## config.mk

```make
export PLATFORM = sky130hd
export DESIGN_NAME = instr_fetch
export DESIGN_NICKNAME = d
export VERILOG_FILES = /design/src/rtl/instr_fetch_pkg.sv /design/src/rtl/instr_fetch_pc_next.sv /design/src/rtl/instr_fetch.sv
export SDC_FILE = /design/constraint.sdc
export NUM_CORES = 1
export LEC_CHECK = 0
export ABC_CLOCK_PERIOD_IN_PS = 2970
export BUFFER_PORTS_ARGS = -buffer_cell sky130_fd_sc_hd__buf_2
export CELL_PAD_IN_SITES_DETAIL_PLACEMENT = 1
export CELL_PAD_IN_SITES_GLOBAL_PLACEMENT = 2
export CORE_ASPECT_RATIO = 1.2
export CORE_MARGIN = 2
export CORE_UTILIZATION = 29
export DETAILED_ROUTE_END_ITERATION = 8
export MAX_ROUTING_LAYER = met4
export PLACE_DENSITY = 0.92
export SLEW_MARGIN = 40
export SYNTH_ARGS = -nofsm -noshare
export SYNTH_HDL_FRONTEND = slang
export SYNTH_SLANG_ARGS = --single-unit
```

## constraint.sdc

```tcl
create_clock -name clk -period 2.97 [get_ports clk]
set_input_delay 0 -clock clk [delete_from_list [all_inputs] [get_ports clk]]
set_output_delay 0 -clock clk [all_outputs]
set_load 0.05 [all_outputs]
```

## src/rtl/instr_fetch_pkg.sv

```systemverilog
// instr_fetch_pkg: fetch FSM state encodings, halt word and instruction field positions
package instr_fetch_pkg;
    typedef enum logic [2:0] {
        IDLE  = 3'd0,
        FETCH = 3'd1,
        WAIT  = 3'd2,
        ISSUE = 3'd3,
        HALT  = 3'd4
    } state_t;
    localparam logic [15:0] HALT_WORD_DEF = 16'hFFFF;
    localparam int OPC_HI = 15, OPC_LO = 12;
    localparam int RD_HI  = 11, RD_LO  = 8;
    localparam int EXT_HI = 7,  EXT_LO = 4;
    localparam int RS_HI  = 3,  RS_LO  = 0;
    function automatic logic [3:0] opcode(input logic [15:0] w);
        return w[OPC_HI:OPC_LO];
    endfunction
endpackage

```

## src/rtl/instr_fetch_pc_next.sv

```systemverilog
// instr_fetch_pc_next: next program counter, branch target or sequential with natural wrap
module instr_fetch_pc_next #(
    parameter int ADDR_W = 8
) (
    input  logic [ADDR_W-1:0] pc,
    input  logic              pc_load,
    input  logic [ADDR_W-1:0] pc_target,
    output logic [ADDR_W-1:0] nxt
);
    assign nxt = pc_load ? pc_target : pc + ADDR_W'(1);
endmodule

```

## src/rtl/instr_fetch.sv

```systemverilog
// instr_fetch: fetches 16-bit instruction words, holds each for the executor until retired
module instr_fetch
    import instr_fetch_pkg::*;
#(
    parameter int          ADDR_W    = 8,
    parameter logic [15:0] HALT_WORD = HALT_WORD_DEF
) (
    input  logic              clk,
    input  logic              rst,
    input  logic              start,
    output logic [ADDR_W-1:0] mem_addr,
    output logic              mem_re,
    input  logic [15:0]       mem_rdata,
    output logic [15:0]       inop,
    output logic              inop_valid,
    input  logic              exec_done,
    input  logic              pc_load,
    input  logic [ADDR_W-1:0] pc_target,
    output logic [ADDR_W-1:0] pc,
    output logic              busy,
    output logic              halted
);
    state_t state, state_nxt;
    logic [ADDR_W-1:0] pc_seq;
    logic retire, restart;

    assign retire  = state == ISSUE && exec_done;
    assign restart = (state == IDLE || state == HALT) && start;

    instr_fetch_pc_next #(.ADDR_W(ADDR_W)) u_pc_next (
        .pc        (pc),
        .pc_load   (pc_load),
        .pc_target (pc_target),
        .nxt       (pc_seq)
    );

    always_ff @(posedge clk or negedge rst)
        if (!rst) begin
            state <= IDLE;
            pc    <= '0;
            inop  <= '0;
        end else begin
            state <= state_nxt;
            if (state == WAIT) inop <= mem_rdata;
            if (retire) pc <= pc_seq;
            else if (restart) pc <= '0;
        end

    always_comb begin
        state_nxt = IDLE;
        case (state)
            IDLE:    state_nxt = start ? FETCH : IDLE;
            FETCH:   state_nxt = WAIT;
            WAIT:    state_nxt = mem_rdata == HALT_WORD ? HALT : ISSUE;
            ISSUE:   state_nxt = exec_done ? FETCH : ISSUE;
            HALT:    state_nxt = start ? FETCH : HALT;
            default: state_nxt = IDLE;
        endcase
    end

    // every output is a decode of registered state only
    assign mem_addr   = pc;
    assign mem_re     = state == FETCH;
    assign inop_valid = state == ISSUE;
    assign busy       = state == FETCH || state == WAIT || state == ISSUE;
    assign halted     = state == HALT;
endmodule

```

==> impl_metrics.py <==
metrics = {
    "sta": {
        "final_max_slew_viol_count": 0,
        "final-setup-viol-count": 0,
        "achievable-frequency_mhz": 536,
        "finClkSkew_ns": 0.00284,
        "final.min_clock_period_ns": 1.87,
        "grt_setup_unrepaired": "no",
        "hold_violations": 0,
        "worst-slew-pin-transition_ns": 0.609,
        "timing.setup.tns_ns": 0,
        "min_period_over_period_pct": 62.9,
        "max_slew_margin_pct": 59.3,
    },
    "critical_path": {
        "worstReg2RegStart": "state[2]",
        "end_kind": "register",
        "critPathMaxFanout": 15,
        "timing.critical_path.arrival_ns": 2.00,
        "setup_slack_reg_to_reg_ns": 1.10,
        "category_of_the_critical_setup_timing_path": "reg2reg",
        "reg2regPathDepth": 4,
        "cp_data_required_time_ns": 3.11,
        "r2r-end": "mem_addr[2]",
        "setup.worst_path.start_class": "register",
    },
    "placement": {
        "finalWeightedCongestion": 0.716,
        "port-buffer-count": 64,
        "detailed_place_hpwl_mm": 2.77,
        "placement.cell_area_sq_um": 1690,
    },
    "drt": {
        "vias_per_cell": 4.78,
        "drcViolationCount": 0,
        "routed-via-count": 1219,
        "ant_nets": 0,
        "drt-total-wl_mm": 4.22,
        "wl_per_cell_microns": 16.5,
        "drt_iter0_markers": 29,
        "drt_pass1_iterations": 4,
    },
    "power": {
        "p_int_mw": 1.08,
        "power.static_leakage_nw": 0.928,
        "seqPwrFrac_pct": 28.4,
        "vdd_drop_max_uv": 366,
        "power.switching_fraction_pct": 56.5,
        "clock_power_share_pct": 8.4,
        "combPwrFrac_pct": 63.1,
        "power.net_switching_mw": 1.41,
        "power_density_nw_per_um2": 1300,
    },
    "cells_and_area": {
        "layout-area-overhead-vs-synth_pct": 37.3,
        "post_route_cells_drive_above_1_share_pct": 43.7,
        "design.final.nets": 228,
        "final_design_area_no_fill_sq_um": 1910,
        "layout_common_cells": "sky130_fd_sc_hd__buf_2, sky130_fd_sc_hd__dfrtp_1, sky130_fd_sc_hd__dlygate4sd3_1",
        "layout.cells.most_common": "sky130_fd_sc_hd__buf_2",
        "num_antenna_cells": 0,
    },
    "clock_tree": {
        "cts_made_buffers": 3,
        "clk_transition_reported_paths_ns": 0.09,
        "root_buffer_selected_by_cts": "sky130_fd_sc_hd__clkbuf_8",
        "cts_post_setup_buffers_inserted": 0,
        "numClockSinks": 27,
        "post_cts.resized_instances": 0,
        "cts_buffer_depth": 2,
        "cts_tree": "yes",
        "clk-insertion-delay-late_ns": 0.27,
        "htree_levels": 1,
    },
    "die": {
        "chip_width_microns": 67.2,
        "initial_cell_density_of_the_core_pct": 30.3,
        "floorplan.core_area_sq_um": 4590,
        "floorplan.die_area_sq_um": 5370,
        "pin_count": 65,
        "num_rows": 27,
        "die_ht_microns": 79.9,
    },
    "synthesis": {
        "yosysUniqueCellTypes": 34,
        "synth_seq_cells": 27,
        "yosys.area.top_type_share_pct": 48.6,
        "yosys_warnings": 0,
        "synth_top_cells_by_area": "sky130_fd_sc_hd__dfrtp_1, sky130_fd_sc_hd__mux2_4, sky130_fd_sc_hd__mux2_2",
        "synth_edf_count": 0,
        "synth_largest_area_cell": "sky130_fd_sc_hd__dfrtp_1",
        "ys_dominant_reg_cell": "sky130_fd_sc_hd__dfrtp_1",
        "synthesis.nets": 154,
        "synth_sequential_area_ratio_pct": 48.6,
        "post_synth.cell_area_avg_sq_um": 11.2,
        "synthesis.area_sq_um": 1390,
        "share_of_flip_flops_with_an_asynchronous_set_or_reset_pct": 100,
        "syn_inst": 124,
    },
    "run_status": {
        "outcome": "complete, no violations",
    },
    "hold_path": {
        "hold-path-endpoint": "mem_addr[1]",
        "worstHoldPathCells": 3,
        "worst_hold_startpoint": "pc_target[1]",
        "hp-class": "in2reg",
    },
    "flow_run": {
        "max-cap-violations": 0,
    },
    "grt": {
        "remaining_global_route_overflow": 0,
        "grt_first_pass_wirelength_mm": 6.46,
        "initial_antenna_violation_count": 0,
        "via_count_of_the_first_global_routing_pass": 1282,
        "track_usage_pct": 16.6,
        "largest_net_degree_at_the_start_of_global_routing": 28,
    },
}
[power by group through the flow]
stage	sequential (mW)	combinational, mW	clock, mW
finish	0.707	1.57	0.210
global route	0.738	1.64	0.234
CTS	0.704	1.57	0.222
detailed placement	0.711	1.55	0
global placement	0.698	1.53	0
floorplan	1.24	0.748	0
[metrics by stage]
step | setup WS (ns) | power [mW] | utilization (%) | hold WS, ns | instances
after floorplan | 1.35 | 1.99 | - | -0.296 | 124
after global placement | 1.28 | 2.23 | 36.7 | 0.0457 | 233
after detailed placement | 1.14 | 2.26 | 36.7 | 0.0462 | 233
after CTS | 1.13 | 2.50 | 41.6 | 0.00938 | 255
after global routing | 0.983 | 2.62 | 41.6 | 0.0356 | 255
final | 1.10 | 2.49 | 41.6 | 0.0109 | 255
[sequential cells by signal, summed over array words and instances (netlist names)]
| register | cells |
|---|---|
| inop | 16 |
| mem_addr | 8 |
| state | 3 |
[routing by layer]
metal / GRT usage [%] / routed length (microns)
met4: 6.53 / 72
met3: 2.40 / 275
met1: 18.9 / 1740
met2: 28.8 / 2140
met5: - / 0
[final cells by class]
type / count / area [sq um]
Timing Repair Buffer: 82 / 500
Multi-Input combinational cell: 81 / 606
Inverter: 3 / 11.3
Clock buffer: 4 / 45.0
Tap cell: 58 / 72.6
Fill cell: 550 / 2680
Sequential cell: 27 / 676
[synthesized netlist by cell type (all sizes together) (2+ instances only)]
library cell and n:
inv 3, and3 3, nor2b 2, nor3 4, mux2 16, nor3b 2, nand3 3, a21oi 5
o21ai 13, clkbuf 2, a311oi 2, nand2 9, dfrtp 27, nand4 4, nor2 5, buf 11
[kinds of logic (layout without fill, tap and decap cells)]
kind of cell	count (synthesis)	after routing	share of synthesized area [%]
flip-flops	27	27	48.6
AO/OA/AOI/OAI	26	26	12.0
buffers and inverters	16	89	7.91
multiplexers	17	17	15.8
adder cells (fa/ha/maj)	1	1	0.899
XOR/XNOR	1	1	0.630
AND/OR/NAND/NOR	36	36	14.2
[worst max-delay path, stage by stage (launching register included)]
cell and delay (ns):
sky130_fd_sc_hd__dfrtp_1 0.45, sky130_fd_sc_hd__nand4b_1 0.59, sky130_fd_sc_hd__a21boi_4 0.37, sky130_fd_sc_hd__o21ai_0 0.21, sky130_fd_sc_hd__o21ai_0 0.11
[worst max-delay path by stage]
stage | cells past startpoint | end | start
global route | 4 | mem_addr[3] | state[0]
detailed placement | 4 | mem_addr[2] | state[0]
finish | 4 | mem_addr[2] | state[2]
global placement | 4 | mem_addr[5] | state[2]
CTS | 4 | mem_addr[2] | state[2]
floorplan | 1 | mem_re | state[0]
[repair_timing]
| action | CTS | global route |
|---|---|---|
| hold buffers | 18 | 0 |
| endpoints found under the setup margin | 0 | 0 |
| endpoints found under the hold margin | 45 | 0 |
(Power assumes the default switching activity.)
